--- config.mk ---
export PLATFORM = sky130hd
export DESIGN_NAME = life_grid_engine
export DESIGN_NICKNAME = d
export VERILOG_FILES = /design/src/rtl/life_grid_engine.sv
export SDC_FILE = /design/constraint.sdc
export NUM_CORES = 1
export LEC_CHECK = 0
export ABC_AREA = 1
export BUFFER_PORTS_ARGS = -buffer_cell sky130_fd_sc_hd__clkbuf_2
export CAP_MARGIN = 25
export CELL_PAD_IN_SITES_DETAIL_PLACEMENT = 1
export CELL_PAD_IN_SITES_GLOBAL_PLACEMENT = 1
export CORE_MARGIN = 10
export CORE_UTILIZATION = 49
export DETAILED_ROUTE_END_ITERATION = 8
export PLACE_DENSITY_LB_ADDON = 0.1
export SKIP_CTS_REPAIR_TIMING = 1
export SKIP_LAST_GASP = 1
export SLEW_MARGIN = 25
export SYNTH_ARGS = -nofsm -noshare
export SYNTH_HDL_FRONTEND = slang
export SYNTH_SLANG_ARGS = --single-unit
--- constraint.sdc ---
create_clock -name clk -period 6.8 [get_ports clk]
set_input_delay 0 -clock clk [delete_from_list [all_inputs] [get_ports clk]]
set_output_delay 0 -clock clk [all_outputs]
set_load 0.05 [all_outputs]
--- src/rtl/life_grid_engine.sv ---
`default_nettype none
// ============================================================================
// Module   : life_grid_engine
// Brief    : Conway's Game of Life engine over a ROWS x COLS bit grid.
//            A committed grid is shown to the display port while the next
//            generation is built row by row in a shadow grid, then committed
//            in a single cycle so the display never shows a partial result.
//
// Parameters
//   COLS  : cells per row (>= 3)
//   ROWS  : rows in the grid (>= 3)
//   CNT_W : width of the committed-generation counter
//   RW    : row address width, $clog2(ROWS) (derived)
//
// Ports
//   clk        in   1      clock, rising edge
//   reset      in   1      synchronous reset, active low
//   step       in   1      request one generation (level, sampled per cycle)
//   run_enb    in   1      step is honoured only while high
//   load_enb   in   1      write load_data to row load_row (idle only)
//   load_row   in   RW     load row address (>= ROWS ignored)
//   load_data  in   COLS   row pattern, bit 0 = column 0
//   rd_row     in   RW     display read address (>= ROWS reads zero)
//   rd_data    out  COLS   committed row rd_row, registered
//   busy       out  1      high while a generation is computed / committed
//   gen_done   out  1      one-cycle pulse during the commit cycle
//   gen_count  out  CNT_W  committed generations since reset (wraps)
//
// Build option
//   LIFE_TORUS_EN : when defined, the grid edges wrap (torus topology).
//                   When undefined, cells outside the grid are dead.
//
// Revision : 1.0  initial release
// ============================================================================
module life_grid_engine #(
    parameter  int COLS  = 16,
    parameter  int ROWS  = 16,
    parameter  int CNT_W = 16,
    localparam int RW    = $clog2(ROWS)
) (
    input  logic             clk,
    input  logic             reset,
    input  logic             step,
    input  logic             run_enb,
    input  logic             load_enb,
    input  logic [RW-1:0]    load_row,
    input  logic [COLS-1:0]  load_data,
    input  logic [RW-1:0]    rd_row,
    output logic [COLS-1:0]  rd_data,
    output logic             busy,
    output logic             gen_done,
    output logic [CNT_W-1:0] gen_count
);

`ifdef LIFE_TORUS_EN
    localparam bit c_TORUS = 1'b1;
`else
    localparam bit c_TORUS = 1'b0;
`endif

    localparam logic [RW-1:0] c_LAST_ROW = RW'(ROWS - 1);

    typedef enum logic [1:0] {
        S_IDLE    = 2'd0,
        S_COMPUTE = 2'd1,
        S_COMMIT  = 2'd2
    } state_t;

    state_t            r_state;
    logic [RW-1:0]     r_row;
    logic [COLS-1:0]   r_grid   [ROWS];
    logic [COLS-1:0]   r_shadow [ROWS];
    logic [COLS-1:0]   r_rd_data;
    logic              r_busy;
    logic              r_gen_done;
    logic [CNT_W-1:0]  r_gen_count;

    logic              w_rd_ok;
    logic              w_load_ok;

    // ------------------------------------------------------------------
    // Address range checks. When ROWS is a power of two every address is
    // in range, so the comparison is dropped altogether.
    // ------------------------------------------------------------------
    generate
        if (ROWS == (1 << RW)) begin : g_pow2_rows
            assign w_rd_ok   = 1'b1;
            assign w_load_ok = 1'b1;
        end else begin : g_npow2_rows
            localparam logic [RW:0] c_ROWS_EXT = (RW + 1)'(ROWS);
            assign w_rd_ok   = ({1'b0, rd_row}   < c_ROWS_EXT);
            assign w_load_ok = ({1'b0, load_row} < c_ROWS_EXT);
        end
    endgenerate

    // ------------------------------------------------------------------
    // Neighbour rows for the row currently being computed. At the top and
    // bottom edges the missing row is either the opposite edge (torus) or
    // all dead.
    // ------------------------------------------------------------------
    logic [RW-1:0]   w_up_idx;
    logic [RW-1:0]   w_dn_idx;
    logic            w_up_valid;
    logic            w_dn_valid;
    logic [COLS-1:0] w_row_up;
    logic [COLS-1:0] w_row_mid;
    logic [COLS-1:0] w_row_dn;

    always_comb begin
        w_up_idx   = r_row - 1'b1;
        w_up_valid = 1'b1;
        if (r_row == '0) begin
            w_up_idx   = c_LAST_ROW;
            w_up_valid = c_TORUS;
        end

        w_dn_idx   = r_row + 1'b1;
        w_dn_valid = 1'b1;
        if (r_row == c_LAST_ROW) begin
            w_dn_idx   = '0;
            w_dn_valid = c_TORUS;
        end
    end

    assign w_row_up  = w_up_valid ? r_grid[w_up_idx] : '0;
    assign w_row_mid = r_grid[r_row];
    assign w_row_dn  = w_dn_valid ? r_grid[w_dn_idx] : '0;

    // Rows extended by one cell on each side: bit 0 is column -1 and bit
    // COLS+1 is column COLS, so column c sees bits c, c+1, c+2.
    logic [COLS+1:0] w_ext_up;
    logic [COLS+1:0] w_ext_mid;
    logic [COLS+1:0] w_ext_dn;

    assign w_ext_up  = {c_TORUS & w_row_up[0],  w_row_up,  c_TORUS & w_row_up[COLS-1]};
    assign w_ext_mid = {c_TORUS & w_row_mid[0], w_row_mid, c_TORUS & w_row_mid[COLS-1]};
    assign w_ext_dn  = {c_TORUS & w_row_dn[0],  w_row_dn,  c_TORUS & w_row_dn[COLS-1]};

    logic [COLS-1:0] w_next_row;

    generate
        for (genvar c = 0; c < COLS; c++) begin : g_col
            logic [3:0] w_sum;

            // Eight neighbours, at most 8, so 4 bits never overflow.
            assign w_sum = {3'b000, w_ext_up[c]}  + {3'b000, w_ext_up[c+1]}
                         + {3'b000, w_ext_up[c+2]} + {3'b000, w_ext_mid[c]}
                         + {3'b000, w_ext_mid[c+2]} + {3'b000, w_ext_dn[c]}
                         + {3'b000, w_ext_dn[c+1]} + {3'b000, w_ext_dn[c+2]};

            // Birth on exactly 3; survival on 2 or 3.
            assign w_next_row[c] = (w_sum == 4'd3)
                                 | (w_ext_mid[c+1] & (w_sum == 4'd2));
        end
    endgenerate

    // ------------------------------------------------------------------
    // Control, storage and registered outputs.
    // ------------------------------------------------------------------
    always_ff @(posedge clk) begin
        if (!reset) begin
            r_state     <= S_IDLE;
            r_row       <= '0;
            r_busy      <= 1'b0;
            r_gen_done  <= 1'b0;
            r_gen_count <= '0;
            r_rd_data   <= '0;
            for (int i = 0; i < ROWS; i++) begin
                r_grid[i]   <= '0;
                r_shadow[i] <= '0;
            end
        end else begin
            r_gen_done <= 1'b0;

            case (r_state)
                S_IDLE: begin
                    // A load in the same cycle as an accepted step lands in
                    // the grid before the first compute cycle reads it.
                    if (load_enb && w_load_ok) begin
                        r_grid[load_row] <= load_data;
                    end
                    if (step && run_enb) begin
                        r_state <= S_COMPUTE;
                        r_row   <= '0;
                        r_busy  <= 1'b1;
                    end
                end

                S_COMPUTE: begin
                    r_shadow[r_row] <= w_next_row;
                    if (r_row == c_LAST_ROW) begin
                        r_state    <= S_COMMIT;
                        r_gen_done <= 1'b1;
                    end else begin
                        r_row <= r_row + 1'b1;
                    end
                end

                S_COMMIT: begin
                    for (int i = 0; i < ROWS; i++) begin
                        r_grid[i] <= r_shadow[i];
                    end
                    r_gen_count <= r_gen_count + 1'b1;
                    r_row       <= '0;
                    r_busy      <= 1'b0;
                    r_state     <= S_IDLE;
                end

                default: begin
                    r_state <= S_IDLE;
                    r_row   <= '0;
                    r_busy  <= 1'b0;
                end
            endcase

            r_rd_data <= w_rd_ok ? r_grid[rd_row] : '0;
        end
    end

    assign rd_data   = r_rd_data;
    assign busy      = r_busy;
    assign gen_done  = r_gen_done;
    assign gen_count = r_gen_count;

endmodule
`default_nettype wire
* After elaboration in Yosys (flattened, before gate mapping)
Memories as Yosys holds them, arrays and structs flattened. A register that Yosys moved wholly into a read port is not among the register bits. Index checks and enable logic that the tools add are counted.
Storage, ports and cells: memory bits (writable) 512, word-level logic and storage cells 260, register bits 24, memories 2
Memories:
- r_grid | words 16, width 16, rd ports 4, clocked after Yosys merged registers in 2, write ports 16, line 71 | logic [COLS-1:0] r_grid [ROWS];
- r_shadow | words 16, width 16, rd ports 16, clocked after Yosys merged registers in 0, write ports 16, line 72 | logic [COLS-1:0] r_shadow [ROWS];
Operators by class: muxes and demuxes 48, add/subtract/negate cells 108, equality and inequality tests 38, reductions and logical operators 10, bitwise gates (word level) 49
Operators with widths (count):
- 16-bit two-way mux | 20
- 4-bit by 1-bit adder with 4-bit output | 60
- 4-bit by 2-bit == test with 1-bit output (second input constant) | 32
- 3-bit by 1-bit adder with 4-bit output | 15
- 2-bit by 1-bit adder with 3-bit output | 15
- 4-bit two-way mux | 8
- 1-bit bitwise OR | 32
- 16-bit OR reduction | 2
- 1-bit by 1-bit adder with 2-bit output | 15
- 16-bit by 1-bit adder with 16-bit output (second input constant) | 1
- 1-bit bitwise AND | 16
- 1-bit two-way mux | 15
- 4-bit one-hot mux with 2 select lines | 1
- 2-bit AND reduction | 4
- 2-bit inequality test (second input constant) | 3
- 4-bit by 1-bit adder with 4-bit output (second input constant) | 1
- 4-bit == test (second input constant) | 1
- 4-bit zero test | 1
- 2-bit two-way mux | 2
- 2-bit one-hot mux with 2 select lines | 1
- 4-bit by 1-bit subtractor with 4-bit output (second input constant) | 1
- 2-bit by 1-bit == test with 1-bit output (second input constant) | 1
- 2-bit == test (second input constant) | 1
- 2-bit zero test | 1
- other kinds (4) | 4

* Depth between registers and ports, before layout
An unclocked memory read counts as a cell.
word-level depth 15, gate-level depth with buffers 25

* Worst setup path before layout
No wires, ideal clock.
path type register -> register, start register r_row[0], end memory r_shadow[10][14], data pin, path buffers 6, data arrival time 5.401 ns, stages on the path, launching flop included 25, clock period less this slack 5.546 ns, library setup time 0.145 ns, path slack 1.254 ns, path through dfxtp_1 > buf_2 > inv_2 > clkbuf_1 > ha_1 > buf_2 > inv_1 > buf_2 > clkbuf_1 > nand2_1 > o211ai_1 > nand3_1 > nand2_1 > inv_1 > fa_1 > fa_1 > inv_1 > fa_1 > ha_1 > fa_1 > or2_2 > nand2_1 > nand3_1 > clkbuf_1 > a21oi_2
RTL lines:
- from (decl) | line 70 | logic [RW-1:0] r_row;
- from (signal assigned) | line 195 | r_row <= r_row + 1'b1;
- to (decl) | line 72

==> flow_summary_export.csv <==
group,metric,value,unit
grt,antenna_found_initial,7,
hold_path,worstHoldEndpoint,"busy",
clock_network,cts.path.max_buffers,3,
final_layout,layout_common_cells,"nand2_1, nand3_1, edfxtp_1",
final_layout,final_common_cell,"nand2_1",
clock_network,cts_tree,"built",
place,place_congestion,0.9386,
worst_setup_path,r2r_start,"r_row[0]",
worst_setup_path,reg2reg_depth,18,
hold_path,hold_depth,3,
final_layout,fillers,7879,
worst_setup_path,reg2reg_slack,0.31,ns
logic_synthesis,syn_area,33390,µm²
worst_setup_path,crit_path_start_kind,"register",
routing,vias,30480,
timing,fin_skew,0.04379,ns
clock_network,cts.sinks,556,
final_layout,nNetsFinal,3848,
worst_setup_path,worstReg2RegEnd,"r_shadow[14][9]",
die,die_w,281.0,µm
outcome,status,"finished clean",
final_layout,seqCellArea,16260,µm²
pwr,power,9.461,mW
routing,ant_nets,0,
logic_synthesis,synth.largest_area_cell,"edfxtp_1",
run,maxCapViolCount,0,
routing,wl_per_cell,30.51,µm
die,die-area,78980,µm²
worst_setup_path,path_class,"register to register",
timing,fin_hold_ws,0.05955,ns
final_layout,final_cells,4635,
logic_synthesis,synth_top_area_share,46.05,%
grt,grt_pass1_wl,203800,µm
pwr,vdd_ir_drop_max,0.0002087,V
die,rows,95,
timing,setup-tns-final,0,ns
timing,fmax,154.1,MHz
die,initial_utilization,49.54,%
logic_synthesis,syn-instance-count,3833,
place,placed_cell_area,33720,µm²
worst_setup_path,crit_path_end_kind,"register",
routing,via_per_inst,6.576,
pwr,leakagePower,13.23,nW
timing,report.final.hold_viol_count,0,
routing,wirelength,141400,µm
logic_synthesis,synth_nets,3972,
timing,slew_violations,0,
die,num_io_pins,63,
die,die_h,281.0,µm
clock_network,htree_levels,2,
logic_synthesis,async_flop_share,0,%
timing,relSlewSlack,26.34,%
logic_synthesis,synth_area_per_cell,8.711,µm²
logic_synthesis,ys_types,42,
grt,grt_pass1_vias,29370,
timing,fin_ws,0.3104,ns
logic_synthesis,ys_seq_area_share,48.69,%
routing,first_iter_violations,4197,
clock_network,cts_buffers,59,
clock_network,cts_root_buf,"clkbuf_16",
place,place_inst,4519,
final_layout,final_util,52.92,%
final_layout,drive_above_1_share,9.973,%
clock_network,path_clk_slew,0.06,ns
grt,overflow,0,
logic_synthesis,synth.top_cells.by_area,"edfxtp_1, nand3_1, o21ai_0",
die,core-area,67400,µm²
final_layout,design_area,35660,µm²
place,place_ws,0.4302,ns
worst_setup_path,critPathRequiredTime,7.26,ns
logic_synthesis,synth-seq-cells,556,
place,dp_hpwl,101400,µm
worst_setup_path,arrival,6.95,ns
logic_synthesis,synth_edf_count,512,
logic_synthesis,ys.flop_type,"edfxtp_1",
routing,drc,0,
pwr,powerDensity,265.3,nW/µm²
logic_synthesis,yosys_warnings,0,
hold_path,hold_path_startpoint,"reset",
grt,grt_max_degree,190,
timing,period_minus_slack,6.490,ns
grt,grt_usage,35.15,%
timing,fin_crit_sh,95.43,%
timing,worst_pin_slew,1.105,ns
clock_network,clock_latency,0.64,ns
timing,rsz0062_at_grt,"no",
hold_path,hold_path_class,"input port to register",
timing,setup_viol,0,
final_layout,synthToLayoutAreaGrowth,6.813,%
final_layout,multi_input_area,14380,µm²
routing,drt_first_pass_iters,5,
worst_setup_path,path_max_fanout,50,
place,numPortBuffers,62,
flip-flops by register name (all words and copies together), names as in the netlist, named ones only:
register,count
r_shadow,256
rd_data,16
gen_done,1
busy,1
r_state,2
gen_count,16
r_row,4
r_grid,256
metal layers:
metal | track usage (%) | part of all wire [%]
met2 | 50.26 | 42
met4 | 7.775 | 2.3
met3 | 10.86 | 14
met5 | 0 | 0.026
met1 | 51.34 | 41
power breakdown:
| part | total [mW] | switching, mW | internal [mW] |
|---|---|---|---|
| sequential | 4.03 | 0.149 | 3.88 |
| combinational | 2.23 | 1.72 | 0.506 |
| clock | 3.20 | 1.41 | 1.79 |
layout make-up:
cell class                 count  area share, %
sequential                   556          45.61
inverter                     314          3.319
clock inverter                35         0.9192
antenna                        2        0.01403
timing repair buffer         123          2.330
tap                          873          3.063
multi-input combinational   2655          40.33
clock buffer                  77          4.417
synthesized netlist by cell type, types with 16 or more instances:
cell	count
nand2_1	657
nand3_1	639
edfxtp_1	512
o21ai_0	509
inv_1	297
nor2_1	202
a21oi_1	199
o211ai_1	133
clkbuf_1	132
buf_2	86
fa_1	60
nor2_2	56
ha_1	50
dfxtp_1	44
buf_1	38
buf_6	36
a21oi_2	34
o21ai_1	22
nand3_2	19
inv_2	16
worst max-delay path, stage by stage, from the launching register on:
cell and delay, ns:
dfxtp_4 0.61, inv_2 0.11, ha_2 0.65, buf_4 0.51, o21ai_0 0.16, a21oi_1 0.15
o21ai_0 0.11, nand2_1 0.15, inv_1 0.11, fa_1 0.50, fa_1 0.52, fa_1 0.57
inv_1 0.06, ha_1 0.23, fa_1 0.44, or2_2 0.29, nand2_1 0.09, nand3_1 0.62
a21oi_1 0.40
how the worst max path moves through the flow:
stage | endpoint | slack, ns | depth (start not counted) | from
2_1_floorplan | r_shadow[10][14] | 1.25 | 24 | r_row[0]
3_3_place_gp | r_shadow[6][9] | 0.62 | 18 | r_row[0]
3_5_place_dp | r_shadow[14][9] | 0.43 | 18 | r_row[0]
4_1_cts | r_shadow[14][9] | 0.42 | 18 | r_row[0]
5_1_grt | r_shadow[3][9] | 0.02 | 18 | r_row[0]
6_report | r_shadow[14][9] | 0.31 | 18 | r_row[0]
kinds of logic after synthesis:
logic type      after synthesis  synth area share (%)
xor+xnor                      4                0.1274
compound gates              912                 15.20
fa+ha+maj                   110                 5.471
flops                       556                 48.69
simple gates               1629                 22.19
buf+inv                     622                 8.327
Power figures use the tool's default switching activity.
